File: src/rtl/fir_sample_tx_if.sv
// Upstream sample handshake into the serial transmitter.
// The master drives samples; the slave (the transmitter) returns in_ready.
interface fir_sample_tx_if #(
    parameter int unsigned DATA_W = 16
);
    logic [DATA_W-1:0] in_data;
    logic              in_valid;
    logic              in_ready;

    modport master (
        output in_data,
        output in_valid,
        input  in_ready
    );

    modport slave (
        input  in_data,
        input  in_valid,
        output in_ready
    );
endinterface

File: src/rtl/fir_sample_tx.sv
// Serializes filtered samples MSB-first onto a 3-wire link (sclk, sdata, frame).
// Frames run back to back when the next sample is accepted on the last cycle of a frame.
module fir_sample_tx #(
    parameter int unsigned DATA_W  = 16,
    parameter int unsigned CLK_DIV = 4
) (
    input  logic             clk,
    input  logic             reset,
    fir_sample_tx_if.slave   up,
    output logic             sclk,
    output logic             sdata,
    output logic             frame,
    output logic             busy
);

    if (CLK_DIV < 2 || (CLK_DIV % 2) != 0) begin : g_bad_clk_div
        $error("fir_sample_tx: CLK_DIV must be even and >= 2");
    end
    if (DATA_W < 2) begin : g_bad_data_w
        $error("fir_sample_tx: DATA_W must be >= 2");
    end

    localparam int unsigned CNT_W = $clog2(DATA_W);
    localparam int unsigned DIV_W = $clog2(CLK_DIV);

    localparam logic [CNT_W-1:0] BIT_LAST = CNT_W'(DATA_W - 1);
    localparam logic [DIV_W-1:0] DIV_LAST = DIV_W'(CLK_DIV - 1);
    localparam logic [DIV_W-1:0] DIV_HALF = DIV_W'(CLK_DIV / 2);

    typedef enum logic {StIdle, StShift} state_e;

    state_e            state_q, state_d;
    logic [DATA_W-1:0] shreg_q, shreg_d;
    logic [CNT_W-1:0]  bit_cnt_q, bit_cnt_d;
    logic [DIV_W-1:0]  div_q, div_d;
    logic              sclk_q, sclk_d;
    logic              sdata_q, sdata_d;
    logic              frame_q, frame_d;
    logic              busy_q, busy_d;

    logic last_cycle;
    logic ready;
    logic xfer;

    // Ready depends on state and counters only, so upstream can never form a loop through it.
    assign last_cycle  = (state_q == StShift) && (bit_cnt_q == BIT_LAST) && (div_q == DIV_LAST);
    assign ready       = (state_q == StIdle) || last_cycle;
    assign xfer        = up.in_valid && ready;
    assign up.in_ready = ready;

    always_comb begin
        state_d   = state_q;
        shreg_d   = shreg_q;
        bit_cnt_d = bit_cnt_q;
        div_d     = div_q;
        sclk_d    = sclk_q;
        sdata_d   = sdata_q;
        frame_d   = frame_q;
        busy_d    = busy_q;

        unique case (state_q)
            StIdle: begin
            end
            StShift: begin
                if (div_q == DIV_LAST) begin
                    div_d  = '0;
                    sclk_d = 1'b0;
                    if (bit_cnt_q == BIT_LAST) begin
                        state_d   = StIdle;
                        shreg_d   = '0;
                        bit_cnt_d = '0;
                        sdata_d   = 1'b0;
                        frame_d   = 1'b0;
                        busy_d    = 1'b0;
                    end else begin
                        bit_cnt_d = bit_cnt_q + CNT_W'(1);
                        shreg_d   = {shreg_q[DATA_W-2:0], 1'b0};
                        sdata_d   = shreg_q[DATA_W-2];
                        frame_d   = 1'b0;
                    end
                end else begin
                    div_d  = div_q + DIV_W'(1);
                    sclk_d = (div_q + DIV_W'(1)) >= DIV_HALF;
                end
            end
            default: begin
                state_d = StIdle;
            end
        endcase

        // A transfer can only happen in idle or on the final cycle, so it overrides the above.
        if (xfer) begin
            state_d   = StShift;
            shreg_d   = up.in_data;
            bit_cnt_d = '0;
            div_d     = '0;
            sclk_d    = 1'b0;
            sdata_d   = up.in_data[DATA_W-1];
            frame_d   = 1'b1;
            busy_d    = 1'b1;
        end
    end

    always_ff @(posedge clk or posedge reset) begin
        if (reset) begin
            state_q   <= StIdle;
            shreg_q   <= '0;
            bit_cnt_q <= '0;
            div_q     <= '0;
            sclk_q    <= 1'b0;
            sdata_q   <= 1'b0;
            frame_q   <= 1'b0;
            busy_q    <= 1'b0;
        end else begin
            state_q   <= state_d;
            shreg_q   <= shreg_d;
            bit_cnt_q <= bit_cnt_d;
            div_q     <= div_d;
            sclk_q    <= sclk_d;
            sdata_q   <= sdata_d;
            frame_q   <= frame_d;
            busy_q    <= busy_d;
        end
    end

    assign sclk  = sclk_q;
    assign sdata = sdata_q;
    assign frame = frame_q;
    assign busy  = busy_q;

endmodule

File: src/flat_wrapper.sv
// flat-port wrapper written by rule: the top's interface ports become plain ports
module fir_sample_tx_flat 
#(
    parameter int unsigned DATA_W  = 16,
    parameter int unsigned CLK_DIV = 4
)
  (clk, reset, sclk, sdata, frame, busy, up_in_data, up_in_valid, up_in_ready);
  fir_sample_tx_if #(.DATA_W(DATA_W)) up_i ();
  input  logic clk;
  input  logic reset;
  output logic sclk;
  output logic sdata;
  output logic frame;
  output logic busy;
  input wire logic [$bits(up_i.in_data)-1:0] up_in_data;
  input wire logic [$bits(up_i.in_valid)-1:0] up_in_valid;
  output wire logic [$bits(up_i.in_ready)-1:0] up_in_ready;
  assign up_i.in_data = up_in_data;
  assign up_i.in_valid = up_in_valid;
  assign up_in_ready = up_i.in_ready;
  fir_sample_tx #(.DATA_W(DATA_W), .CLK_DIV(CLK_DIV)) u_core (.clk(clk), .reset(reset), .up(up_i), .sclk(sclk), .sdata(sdata), .frame(frame), .busy(busy));
endmodule
File: config.mk
export PLATFORM = sky130hd
export DESIGN_NAME = fir_sample_tx_flat
export DESIGN_NICKNAME = d
export VERILOG_FILES = /design/src/rtl/fir_sample_tx_if.sv /design/src/rtl/fir_sample_tx.sv /design/src/flat_wrapper.sv
export SDC_FILE = /design/constraint.sdc
export NUM_CORES = 1
export LEC_CHECK = 0
export CAP_MARGIN = 20
export CORE_UTILIZATION = 25
export CTS_BUF_LIST = sky130_fd_sc_hd__clkbuf_16
export DETAILED_ROUTE_END_ITERATION = 12
export MAX_ROUTING_LAYER = met4
export PLACE_DENSITY = 0.44
export REMOVE_ABC_BUFFERS = 1
export SYNTH_ARGS = -nofsm -noshare
export SYNTH_HDL_FRONTEND = slang
export SYNTH_SLANG_ARGS = --single-unit
export TNS_END_PERCENT = 50
File: constraint.sdc
create_clock -name clk -period 3.25 [get_ports clk]
set_input_delay 0.4875 -clock clk [delete_from_list [all_inputs] [get_ports clk]]
set_output_delay 0.4875 -clock clk [all_outputs]
set_load 0.01 [all_outputs]
### Word-level counts from Yosys, hierarchy flattened

Index checks and enable logic that the tools add are counted.
W data, S select, Z words.

| storage, ports and cells | value |
|---|---|
| flip-flop bits (word level) | 26 |
| input port bits | 19 |
| output and inout bits | 5 |
| word-level logic and storage cells | 52 |

| cells by class | value |
|---|---|
| add/subtract/negate cells | 2 |
| magnitude comparators | 1 |
| eq/ne operators | 2 |
| muxes and demuxes | 29 |
| bitwise gates (word level) | 1 |
| reductions and logical operators | 9 |

Operators by type and width:

| operator | number |
|---|---|
| $mux W15 | 4 |
| $mux W1 | 18 |
| $mux W4 | 4 |
| $mux W2 | 3 |
| $reduce_bool A2 Y1 | 3 |
| $add A4 B1 Y4 const B | 1 |
| $eq A4 B4 Y1 const B | 1 |
| $logic_and A1 B1 Y1 | 3 |
| $reduce_and A3 Y1 | 1 |
| $add A2 B1 Y2 const B | 1 |
| $eq A2 B2 Y1 const B | 1 |
| $ge A2 B2 Y1 const B | 1 |
| $reduce_and A2 Y1 | 1 |
| $logic_or A1 B1 Y1 | 1 |
| $not A1 Y1 | 1 |

### Longest topological paths before layout

| depth | value |
|---|---|
| word-level depth | 7 |
| gate-level depth with buffers | 6 |
| gate-level depth less buffers | 4 |

### Least setup slack after synthesis

No wires, ideal clock.

| timing path | value |
|---|---|
| kind | reg2reg |
| start | register u_core.div_q[1] |
| end | register u_core.shreg_q[1] |
| library setup time | 0.126 ns |
| arrival | 1.441 ns |
| data required time | 3.124 ns |
| slack | 1.683 ns |
| stages on the path, launching flop included | 6 |
| path buffers | 1 |
| period minus slack after synthesis | 1.567 ns |
| path through | dfrtp_1 > ha_1 > nand4_1 > a21oi_4 > buf_6 > a221o_1 |

| on the way | value |
|---|---|
| cells in the longest elaborated chain, start to end | 6 |
| elaborated cells between the ends (all ways) | 8 |
| classes of those cells | eq/ne: 1; mux: 1; reduce/logical: 6 |

Ends and longest elaborated chain:

| item | RTL line | source |
|---|---|---|
| start: declaration | fir_sample_tx.sv:35 | `logic [DIV_W-1:0] div_q, div_d;` |
| start signal: assignment | fir_sample_tx.sv:118 | `div_q <= div_d;` |
| $eq A2 B2 Y1 * | fir_sample_tx.sv:46, fir_sample_tx.sv:65 |  |
| $logic_and A1 B1 Y1 | fir_sample_tx.sv:46 | `assign last_cycle = (state_q == StShift) && (bit_cnt_q == BIT_LAST) && (div_q == DIV_LAST);` |
| $logic_or A1 B1 Y1 | fir_sample_tx.sv:47 | `assign ready = (state_q == StIdle) \|\| last_cycle;` |
| $logic_and A1 B1 Y1 | fir_sample_tx.sv:48 | `assign xfer = up.in_valid && ready;` |
| $reduce_bool A2 Y1 (no source line) | - |  |
| $reduce_and A2 Y1 (no source line) | - |  |
| end signal: assignment | fir_sample_tx.sv:116 | `shreg_q <= shreg_d;` |
| end: declaration | fir_sample_tx.sv:33 | `logic [DATA_W-1:0] shreg_q, shreg_d;` |

Mark *: on every way between the ends. The rest lies on a longest branch, timed or not.
A chain may end at the register's enable or synchronous reset.

### Worst setup path after layout

| timing path | value |
|---|---|
| start | register u_core.div_q[1] |
| end | output port up_in_ready |

| on the way | value |
|---|---|
| cells in the longest elaborated chain, start to end | 3 |

Ends and longest elaborated chain:

| item | RTL line | source |
|---|---|---|
| $eq A2 B2 Y1 | fir_sample_tx.sv:46 |  |
| $logic_and A1 B1 Y1 | fir_sample_tx.sv:46 |  |
| $logic_or A1 B1 Y1 | fir_sample_tx.sv:47 |  |
| end: declaration | flat_wrapper.sv:17 | `output wire logic [$bits(up_i.in_ready)-1:0] up_in_ready;` |

Every way passes these cells.

==> reports/results.txt <==
setup bufs post-CTS: 0
port bufs: 23
CTS tree: built
Post-CTS Resized: 0
cts bufs inserted: 3
Tcrit/Tclk final: 72.85%
P_sw: 0.3424 mW
die width: 69.97 µm
pwr/cell area: 750.2 nW/µm²
area of the multi-input gates: 485.5 µm²
core area: 4384 µm²
number of synthesized flops with an enable pin: 0
RSZ-0062 raised after global routing: false
DR pass1 iterations: 4
Final GP Congestion: 0.8172
Worst-Margin Slew: 840.9 ps
area grow syn2layout: 31.64%
CTS Sinks: 25
Post-Route Setup TNS: 0 ps
Primary FF master, synth: dfrtp_1
DR vias: 867
crit end category: output port
Skew-Pair Late Insertion Delay: 260 ps
vias in the first global route: 911
# fillers: 444
cts-stage hold buffer count: 0
gr usage total: 10.63%
Die Y-Extent: 69.97 µm
post-DP HPWL: 1.559 mm
peak supply drop: 239.5 µV
Pleak: 0.6660 nW
CP max stage cell: clkdlybuf4s50_1
Hold Path Cell Cnt: 1
Crit Path Class: register to output port
clk root buf: clkbuf_16
min Tclk post-route: 2368 ps
area share of the largest cell type after synthesis: 54.17%
1st-iter DRT viols: 46
drt drc: 0
Synth cell types: 28
peak fanout along the critical path: 7
final setup violation count: 0
boundary pin count: 24
area leader, netlist: dfrtp_1
Worst-path clk slew: 70 ps
Initial Util: 26.34%
Sequential Power Share: 42.9%
Setup crit start kind: register
routed vias/inst: 5.100
Yosys reg bits: 25
Final nets: 140
Synth Cell Area: 1155 µm²
status: complete, no violations
proportion of power drawn by combinational gates: 33.2%
FF-to-FF path depth: 3
Worst Slack Setup Final: 882.3 ps
WL final: 2.364 mm
clk_skew: 4.632 ps
die area: 4895 µm²
total gr overflow: 0
Hold Vio Cnt, Final: 0
most common cell in the netlist: dfrtp_1
Clock Path Buffers: 2
max incr delay on CP: 540 ps
Hold Path Class: register to register
ranking of synthesized cells by area: dfrtp_1 (54%), a221o_1 (7.8%), a221o_2 (5.9%), and2_1 (5.4%), and2_0 (2.7%)
Async SR Flop Fraction: 100.0%
sequential fraction of the synthesis area: 54.17%
# diodes: 0
pre-CTS WS: 1130 ps
Max transition margin: 42.83%
largest net degree at the start of global routing: 26
WL/cell: 13.91 µm
# rows: 24
Max Slew Vio Count: 0
Avg Inst Size Synth: 12.29 µm²
worst path required time: 2760 ps
post-route ant nets: 0
Post-synth top cells: dfrtp_1 (25), and2_1 (10), a221o_1 (9)
Switching Share: 30.02%
clock power share: 23.9%
Seq. cell area: 625.6 µm²
internal power: 0.7981 mW
CP Cell Sequence: ha_1, nand4_1, nand2_1, clkdlybuf4s50_1
Max H-tree Level: 1
initial antenna violation count: 0
Post-Syn Instances: 94
maximum clock rate: 422.3 MHz
first-pass GRT wire length: 4.146 mm
max_cap viols: 0
share of cells above drive strength 1: 15.25%
Yosys warning total: 0
WP data arrival: 1880 ps
-- cells in the final DEF (no fill, tap or decap), drive strengths merged, types with 2 or more instances in the layout --
master         instances
dfrtp                 25
clkdlybuf4s50         23
and2                  15
a221o                 15
nand2                  5
nand3                  4
o21ai                  4
clkbuf                 3
nand4                  2
inv                    2
mux2                   2
ha                     2
mux2i                  2
buf                    2
-- final cells by class --
cell class                      instances  area share, %
Timing Repair Buffer                   25          16.87
Sequential cell                        25          41.15
Tap cell                               52          4.280
Clock buffer                            3          4.938
Inverter                                2         0.4938
Multi-Input combinational cell         62          31.93
Clock inverter                          1         0.3292
-- critical path, delay by kind of cell (launching register included) --
| family | cells | cell delay, ps |
|---|---|---|
| buffers and inverters | 1 | 540 |
| AND/OR/NAND/NOR | 2 | 410 |
| flip-flops | 1 | 370 |
| adder cells (fa/ha/maj) | 1 | 300 |
-- cell families (layout without fill, tap and decap cells) --
group / Yosys count / count (layout) / share of synthesized area, %
compound gates: 26 / 26 / 21.13
simple gates: 30 / 30 / 14.74
buf+inv: 7 / 31 / 3.792
mux: 4 / 4 / 4.008
flops: 25 / 25 / 54.17
fa+ha+maj: 2 / 2 / 2.167
-- sequential cells by signal, indices dropped and copies added (netlist names) --
signal and count:
u_core.bit_cnt_q 4, u_core.busy 1, u_core.div_q 2, u_core.frame 1
u_core.sdata 1, u_core.shreg_q 15, u_core.state_q 1
-- layer usage --
metal | GRT usage, % | wire length [µm] | share of wire [%] | vias up
met2 | 16.56 | 1119 | 47 | 22
met4 | 2.889 | 14 | 0.59 | 0
li1 | - | - | - | 405
met3 | 1.876 | 94 | 4.0 | 2
met5 | - | 0 | 0 | -
met1 | 14.30 | 1135 | 48 | 438
-- worst paths after layout --
path	start	to	slack [ps]
worst min register to register	u_core.frame	u_core.frame	490
min in group asynchronous	reset	u_core.shreg_q[6]	540
worst min-delay path	u_core.frame	u_core.frame	490
max in group asynchronous	reset	u_core.shreg_q[12]	2240
worst max-delay path	u_core.div_q[1]	up_in_ready	880
worst max register to register	u_core.state_q	u_core.shreg_q[2]	1410
-- through the flow --
stage | area, µm² | total power, mW | hold slack, ps | cells | util, %
3_5_place_dp | 1425 | 0.8732 | 477.1 | 165 | 32.51
2_1_floorplan | 1119 | 0.7307 | 467.4 | 89 | -
6_report | 1520 | 1.141 | 491.3 | 170 | 34.67
3_3_place_gp | 1414 | 0.8602 | 476.8 | 164 | 32.25
5_1_grt | 1520 | 1.233 | 519.3 | 170 | 34.67
4_1_cts | 1505 | 1.150 | 499.4 | 169 | 34.33
-- power groups by stage --
stage               clock [mW]  sequential [mW]  combinational, mW
floorplan                    0            0.484              0.246
global placement             0            0.493              0.367
detailed placement           0            0.493              0.380
CTS                      0.278            0.489              0.382
global route             0.294            0.505              0.434
finish                   0.272            0.489              0.379
Power figures use the tool's default switching activity.
